[config.mk]
export PLATFORM = sky130hd
export DESIGN_NAME = busca_instrucao_fila
export DESIGN_NICKNAME = d
export VERILOG_FILES = /design/src/rtl/busca_instrucao_fila_pkg.sv /design/src/rtl/fila_instrucao.sv /design/src/rtl/busca_instrucao_fila.sv
export SDC_FILE = /design/constraint.sdc
export NUM_CORES = 1
export LEC_CHECK = 0
export ABC_AREA = 0
export CAP_MARGIN = 5
export CORE_MARGIN = 4
export CORE_UTILIZATION = 35
export DETAILED_ROUTE_END_ITERATION = 12
export GPL_TIMING_DRIVEN = 0
export PLACE_DENSITY = 0.53
export REMOVE_ABC_BUFFERS = 1
export SLEW_MARGIN = 15
export SYNTH_ARGS = -nofsm -noshare
export SYNTH_HDL_FRONTEND = slang
export SYNTH_SLANG_ARGS = --single-unit
[constraint.sdc]
create_clock -name clock -period 4.8 [get_ports clock]
set_input_delay 0.96 -clock clock [delete_from_list [all_inputs] [get_ports clock]]
set_output_delay 0.96 -clock clock [all_outputs]
set_load 0.01 [all_outputs]
[src/rtl/busca_instrucao_fila_pkg.sv]
// Shared definitions for the instruction-fetch slice: reset defaults, PC step,
// queue-entry field layout and a constant log2 helper.
package busca_defs;

    localparam logic [31:0] PC_RESET_PADRAO   = 32'h0000_0000;
    localparam int          INCREMENTO_PADRAO = 4;

    // Queue entry is {instrucao, pc}; field k occupies bits [k*LARGURA +: LARGURA].
    localparam int CAMPO_PC        = 0;
    localparam int CAMPO_INSTRUCAO = 1;

    function automatic int clog2(input int valor);
        int r;
        r = 0;
        for (int i = 0; i < 31; i++) begin
            if ((1 << i) < valor) r = i + 1;
        end
        return r;
    endfunction

endpackage

[src/rtl/fila_instrucao.sv]
// Synchronous FIFO with flush. When empty, dado_out keeps showing the last head
// that was visible, so downstream sees stable values while nothing is queued.
module fila_instrucao
    import busca_defs::*;
#(
    parameter int LARGURA_ENTRADA = 64,
    parameter int PROF            = 4
) (
    input  logic                       clock,
    input  logic                       reset_n,
    input  logic                       limpar,
    input  logic                       escreve,
    input  logic                       le,
    input  logic [LARGURA_ENTRADA-1:0] dado_in,
    output logic [LARGURA_ENTRADA-1:0] dado_out,
    output logic                       vazia,
    output logic                       cheia,
    output logic [clog2(PROF):0]       contagem
);

    localparam int AW = clog2(PROF);

    logic [LARGURA_ENTRADA-1:0] mem [PROF];
    logic [LARGURA_ENTRADA-1:0] ultimo;
    logic [AW-1:0]              ptrLeitura;
    logic [AW-1:0]              ptrEscrita;
    logic                       fazLeitura;
    logic                       fazEscrita;

    assign vazia      = (contagem == '0);
    assign cheia      = (contagem == (AW+1)'(PROF));
    assign fazLeitura = le && !vazia;
    assign fazEscrita = escreve && (!cheia || fazLeitura);
    assign dado_out   = vazia ? ultimo : mem[ptrLeitura];

    always_ff @(posedge clock) begin
        if (fazEscrita && !limpar) mem[ptrEscrita] <= dado_in;
    end

    always_ff @(posedge clock or negedge reset_n) begin
        if (!reset_n) begin
            ptrLeitura <= '0;
            ptrEscrita <= '0;
            contagem   <= '0;
            ultimo     <= '0;
        end else begin
            if (!vazia) ultimo <= mem[ptrLeitura];
            if (limpar) begin
                ptrLeitura <= '0;
                ptrEscrita <= '0;
                contagem   <= '0;
            end else begin
                // PROF is a power of two, so pointers wrap on their own width.
                if (fazEscrita) ptrEscrita <= ptrEscrita + AW'(1);
                if (fazLeitura) ptrLeitura <= ptrLeitura + AW'(1);
                contagem <= contagem + (AW+1)'(fazEscrita) - (AW+1)'(fazLeitura);
            end
        end
    end

endmodule

[src/rtl/busca_instrucao_fila.sv]
// Instruction-fetch stage: PC register, credit-limited prefetch, PC-tag FIFO and
// registered in-order instruction queue, with redirect flush of queued and in-flight fetches.
module busca_instrucao_fila
    import busca_defs::*;
#(
    parameter int                 LARGURA    = 32,
    parameter int                 PROF_FILA  = 4,
    parameter logic [LARGURA-1:0] PC_RESET   = LARGURA'(PC_RESET_PADRAO),
    parameter int                 INCREMENTO = INCREMENTO_PADRAO
) (
    input  logic                      clock,
    input  logic                      reset_n,
    output logic                      mem_req,
    output logic [LARGURA-1:0]        mem_endereco,
    input  logic                      mem_pronto,
    input  logic                      mem_valido,
    input  logic [LARGURA-1:0]        mem_dados,
    input  logic                      desvio,
    input  logic [LARGURA-1:0]        desvio_alvo,
    input  logic                      id_pronto,
    output logic                      if_valido,
    output logic [LARGURA-1:0]        if_instrucao,
    output logic [LARGURA-1:0]        if_pc,
    output logic [LARGURA-1:0]        if_pc_mais4,
    output logic [clog2(PROF_FILA):0] ocupacao
);

    localparam int CW = clog2(PROF_FILA) + 1;

    logic [LARGURA-1:0]   pc;
    logic [CW-1:0]        pendentes;
    logic [CW-1:0]        descarte;
    logic [CW-1:0]        contagemFila;
    logic [CW-1:0]        contagemTag;
    logic                 aceito;
    logic                 guarda;
    logic                 consome;
    logic                 filaVazia;
    logic                 filaCheia;
    logic                 tagVazia;
    logic                 tagCheia;
    logic                 jaValido;
    logic [LARGURA-1:0]   tagPc;
    logic [2*LARGURA-1:0] entrada;
    logic [2*LARGURA-1:0] saida;

    // Credit counts both queued entries and every outstanding fetch, including ones to be dropped.
    assign ocupacao     = pendentes + contagemFila;
    assign mem_req      = reset_n && !desvio && (ocupacao < CW'(PROF_FILA));
    assign mem_endereco = pc;
    assign aceito       = mem_req && mem_pronto;
    assign guarda       = mem_valido && (descarte == '0) && !desvio;
    assign consome      = !filaVazia && id_pronto && !desvio;

    assign entrada[CAMPO_INSTRUCAO*LARGURA +: LARGURA] = mem_dados;
    assign entrada[CAMPO_PC*LARGURA +: LARGURA]        = tagPc;

    assign if_valido    = !filaVazia;
    assign if_instrucao = saida[CAMPO_INSTRUCAO*LARGURA +: LARGURA];
    assign if_pc        = saida[CAMPO_PC*LARGURA +: LARGURA];
    assign if_pc_mais4  = (jaValido || !filaVazia) ? if_pc + LARGURA'(INCREMENTO) : '0;

    always_ff @(posedge clock or negedge reset_n) begin
        if (!reset_n) begin
            pc        <= PC_RESET;
            pendentes <= '0;
            descarte  <= '0;
            jaValido  <= 1'b0;
        end else begin
            if (desvio) begin
                // A response landing in the redirect cycle is dropped here, not counted as a discard.
                pc        <= {desvio_alvo[LARGURA-1:2], 2'b00};
                pendentes <= pendentes - CW'(mem_valido);
                descarte  <= pendentes - CW'(mem_valido);
            end else begin
                if (aceito) pc <= pc + LARGURA'(INCREMENTO);
                pendentes <= pendentes + CW'(aceito) - CW'(mem_valido);
                if (mem_valido && (descarte != '0)) descarte <= descarte - CW'(1);
            end
            if (!filaVazia) jaValido <= 1'b1;
        end
    end

    // Tags of fetches whose data will be kept; stale tags vanish with the redirect flush.
    fila_instrucao #(
        .LARGURA_ENTRADA(LARGURA),
        .PROF           (PROF_FILA)
    ) u_fila_tag (
        .clock   (clock),
        .reset_n (reset_n),
        .limpar  (desvio),
        .escreve (aceito),
        .le      (guarda),
        .dado_in (pc),
        .dado_out(tagPc),
        .vazia   (tagVazia),
        .cheia   (tagCheia),
        .contagem(contagemTag)
    );

    fila_instrucao #(
        .LARGURA_ENTRADA(2*LARGURA),
        .PROF           (PROF_FILA)
    ) u_fila_instr (
        .clock   (clock),
        .reset_n (reset_n),
        .limpar  (desvio),
        .escreve (guarda),
        .le      (consome),
        .dado_in (entrada),
        .dado_out(saida),
        .vazia   (filaVazia),
        .cheia   (filaCheia),
        .contagem(contagemFila)
    );

    a_pendentes_limite: assert property (@(posedge clock) disable iff (!reset_n)
        pendentes <= CW'(PROF_FILA));
    a_resposta_sem_pedido: assert property (@(posedge clock) disable iff (!reset_n)
        !(mem_valido && (pendentes == '0)));
    a_tag_sem_estouro: assert property (@(posedge clock) disable iff (!reset_n)
        !(aceito && tagCheia) && (contagemTag <= pendentes));
    a_fila_coerente: assert property (@(posedge clock) disable iff (!reset_n)
        !(guarda && (tagVazia || (filaCheia && !consome))));

endmodule

==> results of run 1 <==
-- registers in the layout, indices dropped and copies added (netlist names) --
signal                   count
u_fila_instr.ptrLeitura      2
u_fila_instr.mem           256
u_fila_instr.contagem        3
pendentes                    3
u_fila_tag.ultimo           32
u_fila_instr.ptrEscrita      2
descarte                     3
u_fila_tag.ptrEscrita        2
u_fila_instr.ultimo         64
u_fila_tag.contagem          3
u_fila_tag.ptrLeitura        2
jaValido                     1
mem_endereco                30
u_fila_tag.mem             120
-- per-layer routing --
layer	share of wire	wire (microns)	up-vias
li1	-	-	5481
met1	0.44	21900	6141
met2	0.48	23700	293
met3	0.055	2700	65
met4	0.020	966	2
met5	0.00028	14	-
-- Yosys cell counts, types with 8 or more instances --
cell	number	area share
xor2_1	15	0.0062
nor2_1	45	0.0080
nand4_1	22	0.0065
mux4_2	87	0.092
nand2_1	220	0.039
and2_1	15	0.0044
nor3_1	11	0.0026
nand3_1	24	0.0057
clkbuf_1	28	0.0050
xnor2_1	14	0.0058
buf_2	18	0.0043
ha_1	20	0.012
o21ai_0	37	0.0087
or3_1	11	0.0032
dfrtp_1	147	0.17
and3_1	10	0.0030
inv_1	32	0.0057
a31oi_1	8	0.0024
mux2_2	37	0.020
a21oi_1	27	0.0064
edfxtp_1	376	0.53
-- worst paths after layout --
path / slack [ns] / to / cells after the start / from
max: 0.19 / if_pc_mais4[30] / 13 / u_fila_instr.contagem[1]$_DFF_PN0_
min: 0.38 / u_fila_instr.ultimo[55]$_DFF_PN0_ / 1 / reset_n
max reg2reg: 0.70 / u_fila_tag.mem[1][20]$_DFFE_PP_ / 8 / u_fila_instr.contagem[0]$_DFF_PN0_
min reg2reg: 0.46 / u_fila_instr.ultimo[47]$_DFF_PN0_ / 2 / u_fila_instr.ultimo[47]$_DFF_PN0_
max in group asynchronous: 3.55 / mem_endereco[17]$_DFFE_PN0N_ / 2 / reset_n
min in group clock: 0.46 / u_fila_instr.ultimo[47]$_DFF_PN0_ / 2 / u_fila_instr.ultimo[47]$_DFF_PN0_
-- power groups by stage --
stage	logic (W)	registers [W]	clock network, W
floorplan	0.00273	0.00611	0
global placement	0.00547	0.00624	0
global route	0.00643	0.00608	0.00468
CTS	0.00600	0.00601	0.00450
finish	0.00585	0.00601	0.00436
detailed placement	0.00575	0.00616	0
-- cells by family (layout without fill, tap and decap cells) --
logic type | Yosys count | after routing | synth area share
other | 1 | 2 | 0.000177
buffers and inverters | 94 | 382 | 0.0197
XOR/XNOR | 30 | 30 | 0.0131
multiplexers | 138 | 138 | 0.124
flip-flops | 523 | 523 | 0.707
adder cells (fa/ha/maj) | 24 | 24 | 0.0156
AND/OR/NAND/NOR | 388 | 389 | 0.0836
AO/OA/AOI/OAI | 118 | 118 | 0.0369
-- per-stage QoR --
step | hold WS (ns) | total power, W | setup slack [ns] | area (sq um)
final | 0.378 | 0.0162 | 0.192 | 26500
after CTS | 0.384 | 0.0165 | 0.00254 | 26500
after global routing | 0.412 | 0.0172 | -0.0413 | 26500
after floorplan | 0.495 | 0.00884 | -1.19 | 20900
after detailed placement | 0.453 | 0.0119 | -1.48 | 24300
after global placement | 0.446 | 0.0117 | -7.82 | 23900
-- repair_timing --
item / in CTS / in global routing
resized for setup: 36 / 18
buffers inserted: 19 / 3
pin swaps: 8 / 4
gates cloned: 2 / 1
setup endpoints to repair: 156 / 91
-- worst max-delay path, delay by kind of cell, from the launching register on --
kind                     cells  cell delay (ns)
AND/OR/NAND/NOR              6             0.87
adder cells (fa/ha/maj)      1             0.20
buffers and inverters        4             1.12
flip-flops                   1             0.42
AO/OA/AOI/OAI                2             0.39
-- layout make-up --
| cell class | instances | area [sq um] | share of cell area |
|---|---|---|---|
| inverter | 34 | 146 | 0.00552 |
| clock buffer | 79 | 1640 | 0.0619 |
| sequential | 523 | 15000 | 0.565 |
| multi-input combinational | 701 | 5900 | 0.222 |
| clock inverter | 28 | 250 | 0.00943 |
| timing repair buffer | 241 | 2640 | 0.0995 |
| tap | 773 | 967 | 0.0365 |
==> key figures, run 1 <==
Run status
  – Status: completed

Drt
  – Drt first pass iters: 4
  – Total number of vias: 11982
  – Final WL: 49300 microns
  – Routed wire per std cell: 20.7 microns
  – Initial DRC count: 670
  – Via-per-instance ratio: 5.04
  – Post-route ant nets: 0
  – # DRC: 0

STA
  – Worst Skew: 0.0186 ns
  – Final TNS setup: 0 ns
  – Worst slew margin: 0.443
  – Final hold violation count: 0
  – RSZ-0062 raised after global routing: true
  – Final Setup Violations: 0
  – Tmin final: 4.61 ns
  – Final Cycle Share: 0.960
  – Final slew viol count: 0
  – Worst-Margin Slew: 0.834 ns
  – Achievable Freq: 217 MHz

Layout
  – Share of layout cells above drive strength 1: 0.193
  – Antenna cells: 0
  – Fin cells: 2379
  – Final core occ: 0.446
  – Final nets: 1652
  – Fillers: 5368
  – Most common cell after layout, fill and taps aside: edfxtp_1
  – Most frequent cells in the layout: edfxtp_1, nand2_1, clkdlybuf4s50_1, dfrtp_1, mux4_2
  – P&R area growth vs syn: 25.2%

Placed design
  – Gpl congestion: 0.758
  – Dpl cells: 2249
  – Hpwl dp: 31000 microns
  – Buffers on Ports: 198

Power and ir drop
  – Internal power: 0.0111 W
  – Leak: 9.56 nW
  – NetSw: 0.00516 W
  – Switching part of the total: 0.318
  – Clock share of power: 0.269
  – Sequential power share: 0.370
  – Comb power frac: 0.361
  – Power Dens Cells: 611 nW/um^2
  – Max VDD drop: 0.000309 V

Synth
  – Register area share after synthesis: 0.707
  – Post-synth top flop: edfxtp_1
  – Ys async rst share: 0.281
  – Flop and latch count out of synthesis: 523
  – Distinct cells, synth: 66
  – Synthesized cell area: 21200 sq um
  – Synth warn: 0
  – EDFF count, synth: 376
  – Syn avg cell area: 16.1 sq um
  – Cell count after synthesis: 1316

Global routing
  – GR Util met1: 0.205
  – GRT Util Overall: 0.153
  – Maximum number of pins on one net before global-route repair: 82
  – Grt ovf: 0
  – Global-route wire length before repair: 75600 microns
  – Met2 Use GR: 0.253
  – Vias in the first global route: 12463
  – Met3 GRT Util: 0.0325
  – Most Used Layer, Global Route: met2
  – Initial antenna violation count: 1

Setup path
  – Slowest stage cell, crit path: dfrtp_2
  – WS Path Type: flip-flop to output port
  – Critical path cell sequence: nor3_4 > bufinv_8 > buf_16 > nand2_1 > nand2_2 > ha_2 > nand4_1 > a21boi_4 > buf_4 > nand2_1 > or3_1 > a21oi_1 > dlygate4sd2_1
  – Crit end category: output port
  – Startpoint class of the critical path: flip-flop
  – Crit Path Max Fanout: 29
  – CP peak stage delay: 0.42 ns
  – Critical Path RT: 3.84 ns
  – Most used cell, CP: nand2_1
  – CP arrival: 3.65 ns

Clock network
  – Htree depth: 2
  – Worst-Skew Late Latency: 0.60 ns
  – CTS tree: built
  – CTS sink cnt: 523
  – CTS max path bufs: 3
  – TritonCTS Buffers: 57
  – Root buffer cell: clkbuf_16
  – Hold-fix buffers at CTS: 0
  – Worst-path clk slew: 0.06 ns

Die
  – Site Rows: 89
  – Ports: 203
  – Chip Height: 254 microns
  – CORE AREA: 59500 sq um
  – Die W: 254 microns
  – Die area: 64500 sq um
  – Initial Util: 0.356

Flow run
  – Max-cap viol count: 0

Worst hold path
  – Worst Hold Class: primary input to async pin
No activity file was read; power rests on OpenSTA's default activity.
==> run 2, diff against run 1 <==
GPL_ROUTABILITY_DRIVEN = 0   (was unset)
==> results of run 2 <==
No change in the layout: final DEF, timing and power equal those of run 1.
